<file path="src/rtl/m_ext_pkg.sv">
// Shared encodings for the M-extension multiply/divide unit: funct3 selects,
// control states and the default datapath width.
package m_ext_pkg;

  localparam int unsigned DefaultWidth = 32;

  typedef enum logic [2:0] {
    F3Mul    = 3'b000,
    F3Mulh   = 3'b001,
    F3Mulhsu = 3'b010,
    F3Mulhu  = 3'b011,
    F3Div    = 3'b100,
    F3Divu   = 3'b101,
    F3Rem    = 3'b110,
    F3Remu   = 3'b111
  } funct3_e;

  typedef enum logic [1:0] {
    StIdle = 2'd0,
    StMul  = 2'd1,
    StDiv  = 2'd2,
    StDone = 2'd3
  } state_e;

endpackage

</file>
<file path="src/rtl/m_ext_unit.sv">
// Iterative RV M-extension unit: radix-2 shift-add multiply and restoring divide
// sharing one WIDTH+1 adder, with sign conditioning and divide fast paths.
module m_ext_unit
  import m_ext_pkg::*;
#(
  parameter int unsigned WIDTH = DefaultWidth
) (
  input  logic             ip_clk,
  input  logic             ip_rst_n,
  input  logic             ip_start,
  input  logic             ip_flush,
  input  logic [2:0]       ip_funct_3,
  input  logic [WIDTH-1:0] ip_rs1_data,
  input  logic [WIDTH-1:0] ip_rs2_data,
  output logic             op_busy,
  output logic             op_done,
  output logic [WIDTH-1:0] op_result
);

  localparam int unsigned CntW = $clog2(WIDTH) + 1;
  localparam logic [CntW-1:0] LastCnt = CntW'(WIDTH);
  localparam logic [WIDTH-1:0] MinNeg = {1'b1, {(WIDTH - 1){1'b0}}};

  state_e             state_q, state_d;
  funct3_e            funct3_q, funct3_d, f3_in;
  logic [WIDTH-1:0]   opnd_q, opnd_d, res_q, res_d, res_fix;
  // MUL: {product high, multiplier/product low}; DIV: {remainder, dividend/quotient}
  logic [2*WIDTH-1:0] acc_q, acc_d;
  logic [CntW-1:0]    cnt_q, cnt_d;
  logic               sign_a_q, sign_a_d, sign_b_q, sign_b_d, fast_q, fast_d;

  assign f3_in = funct3_e'(ip_funct_3);

  logic             neg_a, neg_b, div_zero, div_ovf;
  logic [WIDTH-1:0] mag_a, mag_b;

  always_comb begin
    neg_a    = ip_rs1_data[WIDTH-1] && (f3_in inside {F3Mulh, F3Mulhsu, F3Div, F3Rem});
    neg_b    = ip_rs2_data[WIDTH-1] && (f3_in inside {F3Mulh, F3Div, F3Rem});
    mag_a    = neg_a ? -ip_rs1_data : ip_rs1_data;
    mag_b    = neg_b ? -ip_rs2_data : ip_rs2_data;
    div_zero = (ip_rs2_data == '0);
    div_ovf  = (f3_in inside {F3Div, F3Rem}) && (ip_rs1_data == MinNeg) && (ip_rs2_data == '1);
  end

  // Shared adder: adds the multiplicand in MUL, subtracts the divisor in DIV.
  logic [WIDTH:0] add_x, add_y, add_sum;
  logic           add_sub;

  always_comb begin
    add_sub = (state_q == StDiv);
    if (add_sub) begin
      add_x = acc_q[2*WIDTH-1:WIDTH-1];
      add_y = ~{1'b0, opnd_q};
    end else begin
      add_x = {1'b0, acc_q[2*WIDTH-1:WIDTH]};
      add_y = {1'b0, opnd_q};
    end
    add_sum = add_x + add_y + {{WIDTH{1'b0}}, add_sub};
  end

  logic [2*WIDTH-1:0] prod_fix;
  logic [WIDTH-1:0]   quo_fix, rem_src, rem_fix;

  always_comb begin
    prod_fix = (sign_a_q ^ sign_b_q) ? -acc_q : acc_q;
    quo_fix  = (sign_a_q ^ sign_b_q) ? -acc_q[WIDTH-1:0] : acc_q[WIDTH-1:0];
    // On the fast path the untouched dividend magnitude still sits in the low half.
    rem_src  = fast_q ? acc_q[WIDTH-1:0] : acc_q[2*WIDTH-1:WIDTH];
    rem_fix  = sign_a_q ? -rem_src : rem_src;
    if (fast_q) begin
      if (opnd_q == '0) begin
        quo_fix = '1;
      end else begin
        quo_fix = MinNeg;
        rem_fix = '0;
      end
    end
    case (funct3_q)
      F3Mul:                     res_fix = prod_fix[WIDTH-1:0];
      F3Mulh, F3Mulhsu, F3Mulhu: res_fix = prod_fix[2*WIDTH-1:WIDTH];
      F3Div, F3Divu:             res_fix = quo_fix;
      default:                   res_fix = rem_fix;
    endcase
  end

  always_comb begin
    state_d  = state_q;
    funct3_d = funct3_q;
    opnd_d   = opnd_q;
    acc_d    = acc_q;
    cnt_d    = cnt_q;
    sign_a_d = sign_a_q;
    sign_b_d = sign_b_q;
    fast_d   = fast_q;
    res_d    = res_q;

    unique case (state_q)
      StIdle: begin
        if (ip_start && !ip_flush) begin
          funct3_d = f3_in;
          sign_a_d = neg_a;
          sign_b_d = neg_b;
          cnt_d    = '0;
          fast_d   = ip_funct_3[2] && (div_zero || div_ovf);
          opnd_d   = ip_funct_3[2] ? mag_b : mag_a;
          acc_d    = {{WIDTH{1'b0}}, (ip_funct_3[2] ? mag_a : mag_b)};
          state_d  = ip_funct_3[2] ? StDiv : StMul;
        end
      end
      StMul: begin
        if (cnt_q == LastCnt) begin
          res_d   = res_fix;
          state_d = StDone;
        end else begin
          acc_d = acc_q[0] ? {add_sum, acc_q[WIDTH-1:1]} : {1'b0, acc_q[2*WIDTH-1:1]};
          cnt_d = cnt_q + CntW'(1);
        end
      end
      StDiv: begin
        if (fast_q || (cnt_q == LastCnt)) begin
          res_d   = res_fix;
          state_d = StDone;
        end else begin
          acc_d = add_sum[WIDTH] ? {acc_q[2*WIDTH-2:0], 1'b0}
                                 : {add_sum[WIDTH-1:0], acc_q[WIDTH-2:0], 1'b1};
          cnt_d = cnt_q + CntW'(1);
        end
      end
      StDone: state_d = StIdle;
      default: state_d = StIdle;
    endcase

    if (ip_flush) begin
      state_d = StIdle;
      res_d   = res_q;
    end
  end

  always_ff @(posedge ip_clk or negedge ip_rst_n) begin
    if (!ip_rst_n) begin
      state_q  <= StIdle;
      funct3_q <= F3Mul;
      opnd_q   <= '0;
      acc_q    <= '0;
      cnt_q    <= '0;
      sign_a_q <= 1'b0;
      sign_b_q <= 1'b0;
      fast_q   <= 1'b0;
      res_q    <= '0;
    end else begin
      state_q  <= state_d;
      funct3_q <= funct3_d;
      opnd_q   <= opnd_d;
      acc_q    <= acc_d;
      cnt_q    <= cnt_d;
      sign_a_q <= sign_a_d;
      sign_b_q <= sign_b_d;
      fast_q   <= fast_d;
      res_q    <= res_d;
    end
  end

  assign op_busy   = (state_q != StIdle);
  assign op_done   = (state_q == StDone);
  assign op_result = res_q;

endmodule

</file>
<file path="config.mk">
export PLATFORM = sky130hd
export DESIGN_NAME = m_ext_unit
export DESIGN_NICKNAME = d
export VERILOG_FILES = /design/src/rtl/m_ext_pkg.sv /design/src/rtl/m_ext_unit.sv
export SDC_FILE = /design/constraint.sdc
export NUM_CORES = 1
export LEC_CHECK = 0
export CAP_MARGIN = 25
export CORE_AREA = 2 2 176 178
export DETAILED_ROUTE_END_ITERATION = 12
export DIE_AREA = 0 0 178 180
export HOLD_SLACK_MARGIN = 0.03
export PLACE_DENSITY = 0.69
export SYNTH_ARGS = -nofsm -noshare
export SYNTH_HDL_FRONTEND = slang
export SYNTH_SLANG_ARGS = --single-unit
</file>
<file path="constraint.sdc">
create_clock -name ip_clk -period 9.1 [get_ports ip_clk]
set_clock_uncertainty 0.05 [all_clocks]
set_input_delay 1.82 -clock ip_clk [delete_from_list [all_inputs] [get_ports ip_clk]]
set_output_delay 1.82 -clock ip_clk [all_outputs]
set_load 0.02 [all_outputs]
</file>
==> results of run 1 <==
-- per-layer routing --
layer,up-vias,track usage
met1,7149,0.4380
met3,134,0.06789
met5,-,0
met2,736,0.4893
met4,0,0.1318
li1,7043,-
-- worst reg2reg max path, stage by stage, from the launching register on --
cell and delay, ns:
dfrtp_1 0.41, inv_1 0.16, ha_4 0.70, buf_4 0.51, mux2_2 0.40, ha_1 0.39, nand4_1 0.12, a211oi_1 0.24
a22oi_1 0.25, o31ai_1 0.68, a21o_1 0.31, xnor2_4 0.27, buf_4 0.39, mux2_2 0.37, a221oi_1 0.29, nor2_1 0.08
-- sequential cells by signal, summed over array words and instances (netlist names) --
signal     count
sign_a_q       1
sign_b_q       1
state_q        2
op_result     32
fast_q         1
acc_q         64
opnd_q        32
funct3_q       3
cnt_q          6
-- Yosys cell counts (6+ instances only) --
library cell	count
a22oi_1	28
o211ai_1	18
dfrtp_1	142
o21bai_1	8
buf_1	13
xnor2_1	106
nor2_1	189
or2_2	11
inv_1	36
nand2_1	205
a221o_1	6
o31ai_1	20
a21o_1	20
o221ai_1	7
nand2b_1	10
o22ai_1	7
mux2_2	60
nor3_1	49
buf_2	21
clkbuf_1	131
a22o_1	11
a31oi_1	19
o21ai_0	183
and3_1	11
mux2i_1	60
xor2_1	106
a221oi_1	22
o21a_1	6
nor3b_1	6
or3_1	13
nand4_1	20
nor2b_1	8
ha_1	43
nand3_1	22
a21oi_1	210
a211oi_1	19
nor4_1	33
-- metrics by stage --
step                      worst slack, ns  power, mW  area, um2  utilization  hold slack [ns]
after floorplan                     4.250      5.161      14850            -           0.4105
after global placement              3.505      6.614      15910       0.5271           0.4143
after detailed placement            3.362      6.676      15950       0.5282           0.4391
after CTS                           3.367      7.416      16530       0.5476           0.4553
after global routing                2.988      8.102      16540       0.5478           0.4865
final                               3.355      7.554      16540       0.5478           0.4561
-- final cells by class --
cell class	count	area share
clock buffers	18	0.02655
well taps	396	0.02996
flip-flops and latches	142	0.2149
repair buffers	126	0.07376
inverters	40	0.009079
multi-input cells	1615	0.6369
clock inverters	14	0.008776
-- kinds of logic (layout without fill, tap and decap cells) --
family | Yosys count | count (layout) | synth area share
AO/OA/AOI/OAI | 624 | 624 | 0.2574
AND/OR/NAND/NOR | 614 | 614 | 0.1979
XOR/XNOR | 213 | 213 | 0.1262
buffers and inverters | 208 | 198 | 0.05563
flip-flops | 142 | 142 | 0.2394
multiplexers | 120 | 120 | 0.08597
adder cells (fa/ha/maj) | 44 | 44 | 0.03759
-- power by group --
| part | internal, mW | switching (mW) | leakage, nW |
|---|---|---|---|
| sequential | 0.914 | 0.617 | 1.77 |
| clock | 0.394 | 0.326 | 0.284 |
| combinational | 2.07 | 3.23 | 4.58 |
| total | 3.38 | 4.17 | 6.64 |
-- worst paths after layout --
check                                        from                    end  depth (start not counted)
max                        state_q[0]$_DFFE_PN0P_  acc_q[35]$_DFFE_PN0P_                         15
min                          sign_a_q$_DFFE_PN0P_   sign_a_q$_DFFE_PN0P_                          2
max reg2reg                state_q[0]$_DFFE_PN0P_  acc_q[35]$_DFFE_PN0P_                         15
min reg2reg                  sign_a_q$_DFFE_PN0P_   sign_a_q$_DFFE_PN0P_                          2
max in group asynchronous                ip_rst_n     fast_q$_DFFE_PN0P_                          2
min in group asynchronous                ip_rst_n  acc_q[56]$_DFFE_PN0P_                          1
==> flow_summary.yaml, run 1 <==
logic_synthesis:
  avgSynthCellArea_um2: 7.555
  synthArstFlopShare: 1.000
  syn_inst_count: 1965
  synthesis.area_um2: 14850
  post-synth-top-area-fraction: 0.2394
  synth_seq_area_share: 0.2394
  netlist-cell-type-count: 86
  synth-edff-count: 0
  synth_net_count: 2080
  synth_largest_area_cell: "dfrtp_1"
  synthFlopType: "dfrtp_1"
  synth_seq_cells: 142
  synthTopCellsByArea: "dfrtp_1, a21oi_1, xnor2_1"
  yosysWarnings: 0
final_layout:
  areaGrowthSynthToFinish_pct: 11.40
  layoutNonFillerInstCount: 2351
  most_frequent_cells_in_the_layout: "a21oi_1, nand2_1, nor2_1"
  fill_cells: 2796
  layout.cells.most_common: "a21oi_1"
  post_route_cells_drive_above_1_share: 0.08184
  multi_input_logic_area_um2: 10530
  num_antenna_cells: 0
  final_net_count: 2057
  seqCellArea_um2: 3555
global_route:
  grt_start_max_net_pins: 84
  grt_pass1_vias: 13949
  global_router_s_overall_resource_usage: 0.3203
  grt_overflow: 0
  grt_antenna_before_repair: 0
  wire_length_of_the_first_global_routing_pass_um: 80270
sta:
  slew_viol_final: 0
  max_freq_mhz: 174.1
  final_period_minus_worst_setup_slack_ns: 5.745
  totalNegativeSetupSlack_ns: 0
  worst_slew_margin_rel: 0.3202
  hold_violations: 0
  rsz0062_at_grt: "false"
  final_clock_period_utilization_by_the_worst_path: 0.6313
  max_slew.worst_pin.slew_ns: 1.020
  setup_viol_count_final: 0
floorplanning:
  die_width_um: 178
  die_area_um2: 32040
  dieHeight_um: 180
  initial_core_util: 0.4918
  num_rows: 64
  fp.coreArea_um2: 30190
  io-pin-count: 105
drt:
  met2_wirelength_from_detailed_routing_um: 22880
  drt-vias-per-instance: 6.407
  routed_wl_um: 51450
  top_layer_used: "met4"
  post-route-drc-count: 0
  met3_length_um: 4505
  ant_nets: 0
  detailedRoute.firstPassIterationCount: 7
  wirelength_met1_um: 21970
  wire_per_inst_um: 21.88
  dr_total_vias: 15062
  drt_iter0_markers: 1820
cts:
  cts-buffers-inserted: 17
  clock_path_buffers: 2
  ctsRootBufferMaster: "clkbuf_16"
  post_cts_clock_slew_at_the_launch_and_capture_registers_of_the_worst_setup_and_hold_paths_ns: 0.07
  post-cts-setup-buffers: 0
  clk_latency_ns: 0.45
  h_tree_level_count: 4
  clock_sinks: 142
  ctsHoldBuffers: 0
  cts-resized-gates: 0
  clock_tree_from_tritoncts: "built"
outcome:
  status: "completed"
pwr:
  power.ir.vdd_worst_v: 0.0002003
  power.density_nw_per_um2: 456.7
  power_leakage_nw: 6.638
critical_path:
  critical_path.startpoint_type: "register"
  worstPathCellList: "inv_1 -> ha_4 -> buf_4 -> mux2_2 -> ha_1 -> nand4_1 -> a211oi_1 -> a22oi_1 -> o31ai_1 -> a21o_1 -> xnor2_4 -> buf_4 -> mux2_2 -> a221oi_1 -> nor2_1"
  arr_time_crit_path_ns: 6.02
  max_stage_delay_ns: 0.70
  critical_path_buf_inv_count: 3
  worst_setup_path_end_kind: "register"
  critical_path.slowest_cell: "ha_4"
  cpLargestDelayFamily: "compound AO/OA/AOI/OAI gates"
  reg2reg_slack_ns: 3.35
  crit_required_ns: 9.38
  crit_path_max_fanout: 67
  timing.setup.critical_path_class: "reg2reg"
placement:
  placed_cells: 2318
  dp_hpwl_um: 38320
  rd_place_congestion: 0.9689
  buffer_ports.inserted: 104
flow_run:
  cap_violations: 0
min_path:
  hold_class: "reg2reg"
(Power assumes the default switching activity.)
==> run 2: changes to the inputs <==
--- a/config.mk
+++ b/config.mk
@@ -10,7 +10,7 @@
 export DETAILED_ROUTE_END_ITERATION = 12
 export DIE_AREA = 0 0 178 180
 export HOLD_SLACK_MARGIN = 0.03
-export PLACE_DENSITY = 0.69
+export PLACE_DENSITY = 0.71
 export SYNTH_ARGS = -nofsm -noshare
 export SYNTH_HDL_FRONTEND = slang
 export SYNTH_SLANG_ARGS = --single-unit
==> constraint.sdc (replaced) <==
create_clock -name ip_clk -period 4.9 [get_ports ip_clk]
set_clock_uncertainty 0.05 [all_clocks]
set_input_delay 0.98 -clock ip_clk [delete_from_list [all_inputs] [get_ports ip_clk]]
set_output_delay 0.98 -clock ip_clk [all_outputs]
set_load 0.02 [all_outputs]
==> run 2 against run 1 <==
- sequential share of layout area decreased by 0.44 points
- clock power rose by 100%
- hold slack gained 0.022 ns
- clock-buffer cell count shrank 1
- non-clock buffer count is 40 higher
- power increased by 91%
- wire length increased by 2.4%
- final cell count up 1.7%
- sequential power grew 77%
- die area unchanged
- maximum frequency grew 25%
- register-to-register slack worse by 3.0 ns
==> flow_summary.yaml, run 2 (synthesis gave the netlist of run 1 again) <==
outcome:
  status: "completed"
drt:
  met3_length_um: 4643
  drt-vias-per-instance: 6.412
  met2_wirelength_from_detailed_routing_um: 23490
  wirelength_met1_um: 22450
  ant_nets: 0
  routed_wl_um: 52690
  post-route-drc-count: 0
  wire_per_inst_um: 22.04
  detailedRoute.firstPassIterationCount: 8
  dr_total_vias: 15330
  drt_iter0_markers: 1927
  top_layer_used: "met4"
cts:
  ctsRootBufferMaster: "clkbuf_16"
  ctsHoldBuffers: 0
  clock_tree_from_tritoncts: "built"
  clock_path_buffers: 2
  clock_sinks: 142
  cts-buffers-inserted: 17
  post_cts_clock_slew_at_the_launch_and_capture_registers_of_the_worst_setup_and_hold_paths_ns: 0.07
  clk_latency_ns: 0.45
  h_tree_level_count: 4
critical_path:
  critical_path.slowest_cell: "fa_1"
  rr_worst_depth: 16
  critical_path.startpoint_type: "register"
  timing.setup.critical_path_class: "reg2reg"
  crit_required_ns: 5.16
  worstPathCellList: "inv_1 -> ha_4 -> buf_4 -> xor2_1 -> fa_1 -> a211oi_1 -> o211ai_1 -> a22oi_1 -> o31ai_2 -> a21o_1 -> xnor2_4 -> buf_12 -> buf_4 -> mux2_2 -> nand2_1 -> o211ai_1"
  arr_time_crit_path_ns: 4.85
  crit_path_max_fanout: 25
  reg2reg_slack_ns: 0.31
  critical_path_buf_inv_count: 4
  worst_setup_path_end_kind: "register"
  max_stage_delay_ns: 0.46
  regToRegEndpoint: "acc_q[60]$_DFFE_PN0P_"
  cpLargestDelayFamily: "compound AO/OA/AOI/OAI gates"
  r2r-start: "state_q[0]$_DFFE_PN0P_"
pwr:
  power_leakage_nw: 6.864
  power.ir.vdd_worst_v: 0.0003810
  design_power_total_mw: 14.39
  power.density_nw_per_um2: 852.3
floorplanning:
  initial_core_util: 0.4918
  num_rows: 64
  dieHeight_um: 180
  fp.coreArea_um2: 30190
  die_width_um: 178
  die_area_um2: 32040
  io-pin-count: 105
final_layout:
  final_net_count: 2097
  largest_reg_flops: 64
  finish.instance_area_um2: 16890
  layout.cells.most_common: "a21oi_1"
  post_route_cells_drive_above_1_share: 0.1003
  top_register: "acc_q"
  fill_cells: 2816
  areaGrowthSynthToFinish_pct: 13.75
  num_antenna_cells: 0
  most_frequent_cells_in_the_layout: "a21oi_1, nand2_1, nor2_1"
sta:
  rsz0062_at_grt: "false"
  max_slew.worst_pin.slew_ns: 0.9590
  holdWs_ns: 0.4786
  worst_slew_margin_rel: 0.3607
  totalNegativeSetupSlack_ns: 0
  final_clock_period_utilization_by_the_worst_path: 0.9365
  max_freq_mhz: 217.9
  slew_viol_final: 0
  final_period_minus_worst_setup_slack_ns: 4.589
  setup_viol_count_final: 0
  final.setup.worst_slack_ns: 0.3114
  hold_violations: 0
global_route:
  grt_pass1_vias: 14319
  global_router_s_overall_resource_usage: 0.3270
  grt_start_max_net_pins: 97
  wire_length_of_the_first_global_routing_pass_um: 82460
  grt_antenna_before_repair: 0
  grt_overflow: 0
min_path:
  hold_class: "reg2reg"
  timing.hold.worst.start: "op_result[25]$_DFFE_PN0P_"
  hold-path-cell-count: 2
  hold-path-endpoint: "op_result[25]$_DFFE_PN0P_"
placement:
  pre_cts_ws_ns: 0.2098
  buffer_ports.inserted: 104
  post_dp_cell_area_um2: 16220
  dp_hpwl_um: 39750
  rd_place_congestion: 0.9540
flow_run:
  cap_violations: 0
## run 2: cell types whose count changed in the layout (fill, tap and decap cells not counted), moves of 2 or more
cell and change:
buf_4 +39, inv_8 +3, buf_12 +2, clkinvlp_4 -2, inv_6 -2
## run 2: timing repair
| item | CTS | global route |
|---|---|---|
| hold endpoints to repair | 0 | 0 |
| buffers inserted | 0 | 4 |
| setup endpoints to repair | 0 | 15 |
| gates resized for setup | 0 | 2 |
## run 2: final cells by class
type,instances,area (um2),area share
tap,396,495.5,0.02934
clock buffer,17,425.4,0.02519
timing repair buffer,166,1531,0.09069
inverter,40,150.1,0.008892
clock inverter,15,192.7,0.01141
sequential,142,3555,0.2105
multi-input combinational,1615,10540,0.6240
## run 2: how the worst max path moves through the flow
stage                                 from                     to  depth (start not counted)
global route        state_q[0]$_DFFE_PN0P_  acc_q[60]$_DFFE_PN0P_                         17
global placement    state_q[0]$_DFFE_PN0P_  acc_q[60]$_DFFE_PN0P_                         16
finish              state_q[0]$_DFFE_PN0P_  acc_q[60]$_DFFE_PN0P_                         16
CTS                 state_q[0]$_DFFE_PN0P_  acc_q[60]$_DFFE_PN0P_                         15
floorplan           state_q[0]$_DFFE_PN0P_  acc_q[35]$_DFFE_PN0P_                         17
detailed placement  state_q[0]$_DFFE_PN0P_  acc_q[60]$_DFFE_PN0P_                         15
## run 2: layer usage
layer  global-route usage  up-vias
li1                     -     7112
met1               0.4530     7242
met2               0.5057      822
met3              0.05859      154
met4               0.1233        0
met5                    0        -
## run 2: power breakdown
group / leakage [nW] / internal, mW / switching (mW)
combinational: 4.78 / 4.04 / 6.21
clock: 0.307 / 0.783 / 0.655
sequential: 1.77 / 1.70 / 1.01
total: 6.86 / 6.52 / 7.87
## run 2: worst min-delay path, stage by stage, from the launching register on
cell and delay, ns:
dfrtp_1 0.35, nor2_1 0.05, a21oi_1 0.10
## run 2: stage by stage
step / std cells / utilization
after detailed placement: 2355 / 0.5372
after global placement: 2355 / 0.5372
final: 2391 / 0.5594
after floorplan: 1965 / -
after CTS: 2387 / 0.5577
after global routing: 2391 / 0.5594
==> run 3: changes to the inputs <==
--- a/config.mk
+++ b/config.mk
@@ -6,11 +6,12 @@
 export NUM_CORES = 1
 export LEC_CHECK = 0
 export CAP_MARGIN = 25
-export CORE_AREA = 2 2 176 178
+export CORE_AREA = 2 2 168 170
 export DETAILED_ROUTE_END_ITERATION = 12
-export DIE_AREA = 0 0 178 180
+export DIE_AREA = 0 0 170 172
 export HOLD_SLACK_MARGIN = 0.03
-export PLACE_DENSITY = 0.71
+export PLACE_DENSITY = 0.77
+export SLEW_MARGIN = 20
 export SYNTH_ARGS = -nofsm -noshare
 export SYNTH_HDL_FRONTEND = slang
 export SYNTH_SLANG_ARGS = --single-unit
==> run 3 against run 2 <==
- final area down 0.34%
- final cell count down 2.1%
- via count rose by 1.1%
- first-iteration DRC count is 12% higher
- wire length decreased by 0.37%
- register-to-register slack got worse by 0.02 ns
- core utilization increased by 5.3 points
- critical endpoint is now acc_q[43]$_DFFE_PN0P_
- largest cell class unchanged
- largest power group unchanged
==> flow_summary.yaml, run 3 (synthesis gave the netlist of run 1 again) <==
cts:
  cts-resized-gates: 0
  cts-buffers-inserted: 17
  clock_sinks: 142
  ctsRootBufferMaster: "clkbuf_16"
  post-cts-setup-buffers: 0
  h_tree_level_count: 4
  clock_path_buffers: 2
  ctsHoldBuffers: 0
  clk_latency_ns: 0.45
  post_cts_clock_slew_at_the_launch_and_capture_registers_of_the_worst_setup_and_hold_paths_ns: 0.07
  clock_tree_from_tritoncts: "built"
global_route:
  grt_pass1_vias: 14137
  grt_antenna_before_repair: 0
  grt_start_max_net_pins: 98
  grt_overflow: 0
  global_router_s_overall_resource_usage: 0.3607
  groute.layer.met3.usage: 0.07095
  m1_gr_usage: 0.4736
  wire_length_of_the_first_global_routing_pass_um: 81500
  grt.busiest_layer: "met2"
  groute.layer.met2.usage: 0.5775
placement:
  placed_cells: 2308
  buffer_ports.inserted: 104
  post_dp_cell_area_um2: 16180
  dp_hpwl_um: 39800
  rd_place_congestion: 0.9817
  pre_cts_ws_ns: 0.2032
final_layout:
  largest_reg_flops: 64
  areaGrowthSynthToFinish_pct: 13.36
  seqCellArea_um2: 3555
  layout.cells.most_common: "a21oi_1"
  layoutNonFillerInstCount: 2340
  most_frequent_cells_in_the_layout: "a21oi_1, nand2_1, nor2_1"
  top_register: "acc_q"
  finalCoreUtilization: 0.6125
  final_net_count: 2096
  post_route_cells_drive_above_1_share: 0.09980
  finish.instance_area_um2: 16830
  fill_cells: 2517
  num_antenna_cells: 0
  multi_input_logic_area_um2: 10540
pwr:
  design_power_total_mw: 14.43
  switching_power_mw: 7.873
  p_comb_frac: 0.708
  power.density_nw_per_um2: 857.2
  seq_power_share: 0.191
  p_int_mw: 6.553
  power_leakage_nw: 6.866
  switching_share: 0.5457
  power.ir.vdd_worst_v: 0.0003658
  power_frac_clock: 0.101
sta:
  final_period_minus_worst_setup_slack_ns: 4.609
  final.setup.worst_slack_ns: 0.2909
  holdWs_ns: 0.4793
  max_freq_mhz: 217.0
  setup_viol_count_final: 0
  hold_violations: 0
  slew_viol_final: 0
  totalNegativeSetupSlack_ns: 0
  worst_slew_margin_rel: 0.3859
  max_slew.worst_pin.slew_ns: 0.9212
  rsz0062_at_grt: "false"
  final_clock_period_utilization_by_the_worst_path: 0.9406
critical_path:
  regToRegEndpoint: "acc_q[43]$_DFFE_PN0P_"
  rr_worst_depth: 15
  arr_time_crit_path_ns: 4.90
  worst_setup_path_end_kind: "register"
  crit_path_max_fanout: 23
  critical_path.startpoint_type: "register"
  critPathLaunch: "state_q[0]$_DFFE_PN0P_"
  reg2reg_slack_ns: 0.29
  r2r-start: "state_q[0]$_DFFE_PN0P_"
  crit_required_ns: 5.19
  timing.setup.critical_path_class: "reg2reg"
  timing_endpoint_of_the_critical_path: "acc_q[43]$_DFFE_PN0P_"
drt:
  dr_total_vias: 15491
  post-route-drc-count: 0
  drt_iter0_markers: 2153
  ant_nets: 0
  detailedRoute.firstPassIterationCount: 6
  drt-vias-per-instance: 6.620
  routed_wl_um: 52500
  wire_per_inst_um: 22.43
floorplanning:
  num_rows: 61
  die_area_um2: 29240
  fp.coreArea_um2: 27480
  initial_core_util: 0.5403
  dieHeight_um: 172
  io-pin-count: 105
  die_width_um: 170
flow_run:
  cap_violations: 0
min_path:
  hold_class: "reg2reg"
outcome:
  status: "completed"
[run 3: cell types whose count changed in the layout (fill, tap and decap cells not counted), sizes merged]
cell / previous run / this run
clkinv: 7 / 6
bufinv: 2 / 3
buf: 64 / 63
[run 3: layout make-up]
cell class	instances	share of cell area
multi-input cells	1615	0.6262
flip-flops and latches	142	0.2112
clock buffers	17	0.02528
well taps	346	0.02572
repair buffers	165	0.08989
inverters	40	0.008922
clock inverters	15	0.01279
[run 3: per-layer routing]
layer / share of wire / vias up
met4: 0.048 / 0
met2: 0.45 / 890
met3: 0.094 / 206
met5: 0 / -
li1: - / 7125
met1: 0.41 / 7270
[run 3: power by group through the flow]
stage               clock network (mW)  logic [mW]  registers [mW]
floorplan                            0        7.41            2.17
global placement                     0        9.72            2.69
detailed placement                   0        9.87            2.72
CTS                               1.45        9.94            2.70
global route                      1.50        11.1            2.80
finish                            1.46        10.2            2.76
[run 3: worst min-delay path by stage]
stage	start	to	slack, ns	cells past startpoint
floorplan	funct3_q[0]$_DFFE_PN0P_	funct3_q[0]$_DFFE_PN0P_	0.41	2
global placement	op_result[16]$_DFFE_PN0P_	op_result[16]$_DFFE_PN0P_	0.46	2
detailed placement	funct3_q[0]$_DFFE_PN0P_	funct3_q[0]$_DFFE_PN0P_	0.47	2
CTS	op_result[19]$_DFFE_PN0P_	op_result[19]$_DFFE_PN0P_	0.48	2
global route	op_result[23]$_DFFE_PN0P_	op_result[23]$_DFFE_PN0P_	0.50	2
finish	op_result[16]$_DFFE_PN0P_	op_result[16]$_DFFE_PN0P_	0.48	2
[run 3: critical path: stages (launching register included)]
cell and delay, ns:
dfrtp_1 0.41, inv_1 0.16, ha_1 0.20, buf_4 0.33
mux2_2 0.38, ha_1 0.39, o21ai_0 0.18, a211oi_1 0.28
a22oi_1 0.20, o31ai_2 0.51, a21o_1 0.30, xnor2_4 0.19
buf_4 0.32, mux2_2 0.36, a21oi_1 0.14, nor2_1 0.07
